<file path="config.mk">
export PLATFORM = sky130hd
export DESIGN_NAME = shift_seq
export DESIGN_NICKNAME = d
export VERILOG_FILES = /design/src/rtl/shift_pkg.sv /design/src/rtl/shift_step.sv /design/src/rtl/shift_seq.sv
export SDC_FILE = /design/constraint.sdc
export NUM_CORES = 1
export LEC_CHECK = 0
export ABC_AREA = 1
export CORE_MARGIN = 10
export CORE_UTILIZATION = 45
export DETAILED_ROUTE_END_ITERATION = 6
export GPL_TIMING_DRIVEN = 0
export PLACE_DENSITY = 0.72
export SETUP_SLACK_MARGIN = 0.15
export SLEW_MARGIN = 10
export SYNTH_ARGS = -nofsm -noshare
export SYNTH_HDL_FRONTEND = slang
export SYNTH_SLANG_ARGS = --single-unit
</file>
<file path="constraint.sdc">
create_clock -name clk -period 2.7 [get_ports clk]
set_input_delay 0.27 -clock clk [delete_from_list [all_inputs] [get_ports clk]]
set_output_delay 0.27 -clock clk [all_outputs]
set_load 0.1 [all_outputs]
</file>
<file path="src/rtl/shift_pkg.sv">
// Shared definitions for the multi-cycle shift sequencer.
//   OP_*  : operation encodings carried on the 2-bit op port.
//   ST_*  : control FSM states of shift_seq.
//   DW/SW : default data width and shift-amount width (SW = clog2(DW)).
// Optional feature macro used by the family: SHIFT_SEQ_ROTR_EN.
package shift_pkg;

  localparam int DW = 32;
  localparam int SW = 5;

  typedef enum logic [1:0] {
    OP_SLL  = 2'b00,
    OP_SRL  = 2'b01,
    OP_SRA  = 2'b10,
    OP_ROTR = 2'b11
  } op_e;

  typedef enum logic [1:0] {
    ST_IDLE = 2'b00,
    ST_RUN  = 2'b01,
    ST_DONE = 2'b10
  } state_e;

endpackage

</file>
<file path="src/rtl/shift_step.sv">
// One step of the shift datapath: shifts acc by 1 or 2 bits according to op.
// Purely combinational; shift_seq iterates it once per RUN cycle.
// Ports:
//   acc  in  DW  value to shift
//   op   in  2   SLL / SRL / SRA / ROTR encoding (see shift_pkg)
//   two  in  1   0 = shift by 1, 1 = shift by 2
//   res  out DW  shifted value
// Macro SHIFT_SEQ_ROTR_EN: when defined op=11 rotates right; otherwise op=11
// passes acc through unchanged (shift_seq never runs a step for it then).
module shift_step #(
  parameter int DW = 32
) (
  input  logic [DW-1:0] acc,
  input  logic [1:0]    op,
  input  logic          two,
  output logic [DW-1:0] res
);

  import shift_pkg::*;

  // NOTE: every output of an always_comb block is given a default before the
  // case so that no path leaves it unassigned, which would infer a latch.
  always_comb begin
    res = acc;
    if (two) begin
      case (op)
        OP_SLL:  res = {acc[DW-3:0], 2'b00};
        OP_SRL:  res = {2'b00, acc[DW-1:2]};
        OP_SRA:  res = {{2{acc[DW-1]}}, acc[DW-1:2]};
`ifdef SHIFT_SEQ_ROTR_EN
        OP_ROTR: res = {acc[1:0], acc[DW-1:2]};
`endif
        default: res = acc;
      endcase
    end else begin
      case (op)
        OP_SLL:  res = {acc[DW-2:0], 1'b0};
        OP_SRL:  res = {1'b0, acc[DW-1:1]};
        OP_SRA:  res = {acc[DW-1], acc[DW-1:1]};
`ifdef SHIFT_SEQ_ROTR_EN
        OP_ROTR: res = {acc[0], acc[DW-1:1]};
`endif
        default: res = acc;
      endcase
    end
  end

endmodule

</file>
<file path="src/rtl/shift_seq.sv">
// Multi-cycle shift sequencer for the execute stage (SLL/SRL/SRA, optional
// ROTR). Consumes the shift amount at up to 2 bits per clock through
// shift_step instead of a full barrel shifter.
// Ports:
//   clk    in  1   rising-edge clock
//   rst_n  in  1   synchronous active-low reset
//   start  in  1   request strobe, only sampled in IDLE
//   op     in  2   00 SLL, 01 SRL, 10 SRA, 11 ROTR / pass-through
//   shamt  in  SW  shift amount
//   din    in  DW  operand
//   busy   out 1   high in RUN
//   done   out 1   one-cycle pulse, dout valid
//   dout   out DW  result, updated only when done rises
// Macro SHIFT_SEQ_ROTR_EN: defined -> op=11 rotates right; undefined ->
// op=11 returns din after one cycle regardless of shamt.
module shift_seq #(
  parameter int DW = 32,
  parameter int SW = 5   // must equal clog2(DW)
) (
  input  logic          clk,
  input  logic          rst_n,
  input  logic          start,
  input  logic [1:0]    op,
  input  logic [SW-1:0] shamt,
  input  logic [DW-1:0] din,
  output logic          busy,
  output logic          done,
  output logic [DW-1:0] dout
);

  import shift_pkg::*;

  state_e        state, state_nx;
  logic [DW-1:0] acc, acc_nx, step_res;
  logic [SW-1:0] cnt, cnt_nx;
  logic [1:0]    op_q, op_nx;
  logic          step_two;
  logic          pass;
  logic          done_nx;

  // Take a 2-bit step whenever at least two bits remain, so cnt never wraps.
  assign step_two = (cnt >= SW'(2));

  shift_step #(.DW(DW)) u_step (
    .acc (acc),
    .op  (op_q),
    .two (step_two),
    .res (step_res)
  );

  // Requests that need no stepping go straight to DONE with din as result.
  always_comb begin
`ifdef SHIFT_SEQ_ROTR_EN
    pass = (shamt == '0);
`else
    pass = (shamt == '0) || (op == OP_ROTR);
`endif
  end

  always_comb begin
    state_nx = state;
    acc_nx   = acc;
    cnt_nx   = cnt;
    op_nx    = op_q;
    case (state)
      ST_IDLE: begin
        if (start) begin
          acc_nx   = din;
          cnt_nx   = shamt;
          op_nx    = op;
          state_nx = pass ? ST_DONE : ST_RUN;
        end
      end
      ST_RUN: begin
        acc_nx = step_res;
        cnt_nx = cnt - (step_two ? SW'(2) : SW'(1));
        if (cnt_nx == '0) state_nx = ST_DONE;
      end
      ST_DONE: state_nx = ST_IDLE;
      default: state_nx = ST_IDLE;
    endcase
    // done and dout are registered on entry to DONE so they appear in that cycle.
    done_nx = (state_nx == ST_DONE);
  end

  assign busy = (state == ST_RUN);

  // NOTE: sequential state uses non-blocking assignments so every register
  // samples pre-edge values, independent of statement order.
  always_ff @(posedge clk) begin
    if (!rst_n) begin
      state <= ST_IDLE;
      acc   <= '0;
      cnt   <= '0;
      op_q  <= 2'b00;
      done  <= 1'b0;
      dout  <= '0;
    end else begin
      state <= state_nx;
      acc   <= acc_nx;
      cnt   <= cnt_nx;
      op_q  <= op_nx;
      done  <= done_nx;
      if (done_nx) dout <= acc_nx;
    end
  end

endmodule
</file>
# After elaboration in Yosys (flattened, before gate mapping)
# Cells that the tools add are included.
[word_totals] register_bits=74 latchBits=0 ramBits=0 mem_bits_ro=0 inputBits=42 output_inout_bits=34 word_cells=34 mem_count=0
[op_classes] add_sub_neg=1 n_mul=0 div=0 order_cmp=1 eq_ne=6 shifts=0 muxes=12 bitwise=0 n_reduce_logical=8
[ops] op="$pmux W32 S3" n=2
[ops] op="$mux W32" n=2
[ops] op="$pmux W32 S2" n=1
[ops] op="$logic_not A5 Y1" n=2
[ops] op="$pmux W5 S2" n=1
[ops] op="$mux W2" n=4
[ops] op="$eq A2 B2 Y1 const B" n=3
[ops] op="$ge A5 B2 Y1 const B" n=1
[ops] op="$mux W5" n=1
[ops] op="$sub A5 B2 Y5" n=1
[ops] op="$eq A2 B1 Y1 const B" n=2
[ops] op="$logic_not A2 Y1" n=2
[ops] op="$pmux W2 S2" n=1
[ops] op="$reduce_and A2 Y1" n=2
[ops] op="$ne A2 B2 Y1 const B" n=1
[ops] op="$reduce_bool A2 Y1" n=1
[ops] op="$logic_or A1 B1 Y1" n=1

# Longest topological paths before layout
# Gate-level depths: netlist of the first run.
[logic_depth] depth_word=7 depth_mapped=17 mapped_depth_nobuf=16

# Cells and area by module
# Synthesis of the first run repeated with hierarchy kept, for this count alone.
[hier_totals] cells_unflattened=880 area_unflattened_um2=5131.2
[by_module_without_submodules] mod="shift_seq" instances=1 cells_per_inst=598 area_per_inst_um2=3916.3 seq_area_each_um2=1481.4
[by_module_without_submodules] mod="shift_step" instances=1 cells_per_inst=282 area_per_inst_um2=1214.9 seq_area_each_um2=0.0

# Least setup slack after synthesis of the first run
# No wires, ideal clock.
[synth_timing] path_type="register to register" startpoint="register cnt[2]" endpoint="register dout[0]" setup_ns=0.118 arrival_ns=2.190 t_required_ns=2.582 slack_ns=0.392 path_stages_with_launch=16 n_path_buf=1 period_less_slack_ns=2.308 path_cell_list="dfxtp_1 nor2_4 nand2_2 inv_1 ha_1 inv_1 fa_1 inv_1 nand4_1 nor2_2 nand3_1 nand2_2 inv_2 buf_2 nor2_1 nor2_1"
[synth_via] elab_chain_len=7 elab_cells_between_ends=9 classes_between="add/sub (1); order compare (1); eq/ne (1); mux (5); reduce/logical (1)"
[synth_lines] element="start: declaration" line="shift_seq.sv:35" source="logic [SW-1:0] cnt, cnt_nx;"
[synth_lines] element="start signal: assignment" line="shift_seq.sv:101" source="cnt <= cnt_nx;"
[synth_lines] element="$ge A5 B2 Y1" line="shift_seq.sv:42" source="assign step_two = (cnt >= SW'(2));"
[synth_lines] element="$mux W2" line="shift_seq.sv:76" source="cnt_nx = cnt - (step_two ? SW'(2) : SW'(1));"
[synth_lines] element="$sub A5 B2 Y5" line="shift_seq.sv:76"
[synth_lines] element="$logic_not A5 Y1" line="shift_seq.sv:77" source="if (cnt_nx == '0) state_nx = ST_DONE;"
[synth_lines] element="$mux W2" line="shift_seq.sv:77"
[synth_lines] element="$pmux W2 S2" line="shift_seq.sv:65" source="case (state)"
[synth_lines] element="$eq A2 B2 Y1" line="shift_seq.sv:83" source="done_nx = (state_nx == ST_DONE);"
[synth_lines] element="end signal: assignment" line="shift_seq.sv:104" source="if (done_nx) dout <= acc_nx;"
[synth_lines] element="end: declaration" line="shift_seq.sv:28" source="output logic [DW-1:0] dout"
# Several ways; a longest one is shown, not always the timed one.
# A chain may end at the register's enable or synchronous reset.

# Worst setup path in the final report of the first run
[layout_timing] startpoint="register cnt[2]" endpoint="register dout[28]"
# The elaborated chain is that of the path after synthesis.

==> impl_metrics.csv, run 1 <==
group,metric,value,unit
placed_design,gp_congestion,0.9479,
timing,worst_slew_pin_slew,0.9924,ns
routing,drc,0,
timing,holdWs,0.4713,ns
die,top_level_ports,76,
routing,vias_per_cell,5.590,
logic_synthesis,synth_seq_area_share,34.34,%
critical_path,critPathArrivalTime,2.68,ns
critical_path,worst-path-max-fanout,10,
critical_path,reg2reg_slack,0.27,ns
timing,hold_viol_final,0,
logic_synthesis,synthCells,678,
power,switching_share,46.45,%
final_layout,num-fill-cells,929,
power,power_switching,1873,uW
final_layout,seq_area,1491,um^2
die,fp.dieW,117.9,um
critical_path,required,2.95,ns
outcome,status,"complete, no violations",
final_layout,final_common_cell,"nand2_1",
die,dieHeight,117.9,um
logic_synthesis,synth_cell_types,32,
power,seqPwrFrac,33.5,%
timing,period_share,89.96,%
timing,setup_slack,0.2710,ns
power,p_int,2159,uW
final_layout,multi_input_area,2524,um^2
timing,min_period,2.429,ns
routing,routed-via-count,5048,
flow_run,maxCapViolCount,0,
placed_design,pre_cts_slack,-0.05443,ns
power,clkPwrFrac,21.0,%
routing,wl_per_cell,17.03,um
hold_path,whs_endpoint,"cnt[0]",
logic_synthesis,ys.warnings.count,0,
timing,final_max_slew_viol_count,0,
routing,wl_met2,6.561,mm
die,fp.dieArea,13900,um^2
die,rows,35,
routing,wl_met3,1.476,mm
critical_path,r2r_end,"dout[28]",
die,start_util,46.47,%
final_layout,nNetsFinal,814,
routing,drt.antenna.violating_nets,0,
final_layout,syn2layout_area_growth,27.61,%
final_layout,stdcell_area,5505,um^2
clock_network,cts_tree,"built",
placed_design,dpl_cell_area,5216,um^2
routing,drt_wl_total,15.38,mm
routing,first_pass_iters,6,
final_layout,num_antenna_cells,0,
placed_design,dp_hpwl,11.40,mm
logic_synthesis,syn-cell-area,4314,um^2
critical_path,cp-end-kind,"flop",
routing,m1WireLength,7.107,mm
clock_network,clkTransAtPathRegs,0.09,ns
global_routing,grt_pass1_wl,24.69,mm
hold_path,hp-class,"reg2reg",
timing,rsz0062_at_grt,"yes",
logic_synthesis,syn-num-nets,723,
clock_network,worstSkewPairLatency,0.36,ns
global_routing,grt_pass1_vias,4772,
logic_synthesis,ys_ff_latch,74,
routing,highest_layer,"met4",
power,pwr-share-comb,45.5,%
critical_path,rr_worst_depth,17,
clock_network,cts_buffer_depth,2,
timing,fin_setup_tns,0,ns
die,core,9284,um^2
critical_path,cp-start-kind,"flop",
placed_design,port_buffers,74,
global_routing,grt_max_degree,16,
power,ir_worst_vdd,0.4404,mV
final_layout,drive_above_1_share,11.24,%
global_routing,grt_overflow,0,
hold_path,hold-path-cell-count,2,
hold_path,hp-start,"cnt[0]",
final_layout,mostFrequentLayoutCells,"nand2_1 (138), nor2_1 (109), nand3_1 (90)",
clock_network,clock-root-buffer,"clkbuf_8",
global_routing,grtUsageTotal,21.17,%
timing,skew,0.01932,ns
critical_path,critPathKind,"reg2reg",
logic_synthesis,syn_area_per_cell,6.363,um^2
critical_path,crit-reg2reg-launch,"cnt[2]",
global_routing,antenna_found_initial,0,
routing,first_iter_violations,639,
power,p_leak,0.002400,uW
clock_network,cts.htree.levels,3,
timing,fmax,411.7,MHz
timing,setup_viol,0,
timing,slew_headroom,33.63,%
clock_network,cts_buffers,9,
power,p_per_area,732.3,nW/um^2
clock_network,cts_sinks,74,
-- worst max path at each step --
stage / to / startpoint
after CTS: dout[25] / cnt[3]
final: dout[28] / cnt[2]
after detailed placement: dout[13] / cnt[1]
after floorplan: dout[0] / cnt[2]
after global routing: dout[0] / cnt[2]
after global placement: dout[0] / cnt[1]
-- registers in the layout, summed over array words and instances, names as in the netlist --
signal	count
acc	32
dout	32
cnt	5
op_q	2
state	2
done	1
-- power by group through the flow --
stage | clock network, uW | registers (uW) | logic [uW]
after floorplan | 0 | 1670 | 937
after global placement | 0 | 1360 | 1720
after detailed placement | 0 | 1360 | 1740
after CTS | 842 | 1340 | 1760
after global routing | 885 | 1370 | 1990
final | 845 | 1350 | 1830
-- metal layers --
| layer | vias up | GRT usage, % |
|---|---|---|
| li1 | 2476 | - |
| met1 | 2290 | 29.30 |
| met2 | 261 | 31.36 |
| met3 | 21 | 5.228 |
| met4 | 0 | 6.491 |
| met5 | - | 0 |
-- synth_stat cells (all sizes together) --
library cell / number / share of area (%)
dfxtp: 74 / 34
nor3: 2 / 0.23
o21ai: 56 / 6.5
o22ai: 1 / 0.15
fa: 1 / 0.46
clkbuf: 18 / 1.6
ha: 2 / 0.58
buf: 26 / 3.4
nand4: 1 / 0.15
o211ai: 17 / 3.0
inv: 37 / 3.2
and2: 1 / 0.15
nand3: 92 / 11
o31ai: 1 / 0.17
a31o: 13 / 2.6
a31oi: 2 / 0.29
a21oi: 62 / 7.2
nand2: 141 / 12
a211oi: 1 / 0.17
nor2: 119 / 11
or2: 1 / 0.15
a21o: 1 / 0.17
a311oi: 2 / 0.41
a22oi: 7 / 1.2
-- cell type report --
type                            instances  share of cell area [%]
Timing Repair Buffer                   80                   14.18
Multi-Input combinational cell        523                   45.84
Inverter                               37                   2.614
Buffer                                 44                   4.045
Sequential cell                        74                   27.09
Tap cell                              129                   2.932
Clock inverter                          7                   1.045
Clock buffer                            9                   2.250
-- what timing repair did --
| item | in CTS | in global routing |
|---|---|---|
| pin swaps | 2 | 5 |
| setup endpoints to repair | 35 | 35 |
| gates resized for setup | 7 | 24 |
| setup buffers | 2 | 4 |
| hold buffers | 0 | 0 |
| hold endpoints to repair | 0 | 0 |
-- cells by family after synthesis --
kind of cell             count (synthesis)  synth area share, %
flip-flops                              74                34.34
AO/OA/AOI/OAI                          163                21.87
buffers and inverters                   81                8.207
adder cells (fa/ha/maj)                  3                1.044
AND/OR/NAND/NOR                        357                34.54
-- worst max-delay path, cell delays in order (launching register included) --
cell and delay [ns]:
dfxtp_4 0.37, nor2_4 0.16, nand2_4 0.09, inv_6 0.08, ha_1 0.13, inv_1 0.06
fa_2 0.34, inv_2 0.08, nand2_1 0.05, nand2_1 0.06, nand2_1 0.07, nor2_2 0.15
nand3_2 0.10, nand2_4 0.12, inv_2 0.07, clkbuf_4 0.19, nor2_1 0.13, nor2_1 0.06
-- metrics by stage --
| step | utilization (%) | cells | power, uW |
|---|---|---|---|
| after global routing | 59.30 | 903 | 4246 |
| final | 59.30 | 903 | 4032 |
| after floorplan | - | 678 | 2610 |
| after detailed placement | 56.19 | 881 | 3101 |
| after CTS | 58.46 | 899 | 3943 |
| after global placement | 56.19 | 881 | 3080 |
Power figures use the tool's default switching activity.
==> run 2, diff against run 1 <==
--- a/config.mk
+++ b/config.mk
@@ -10,6 +10,7 @@
 export CORE_UTILIZATION = 45
 export DETAILED_ROUTE_END_ITERATION = 6
 export GPL_TIMING_DRIVEN = 0
+export HOLD_SLACK_MARGIN = 0.12
 export PLACE_DENSITY = 0.72
 export SETUP_SLACK_MARGIN = 0.15
 export SLEW_MARGIN = 10
==> results of run 2 <==
Same layout as run 1: the final DEF is identical, and so are final timing and power.
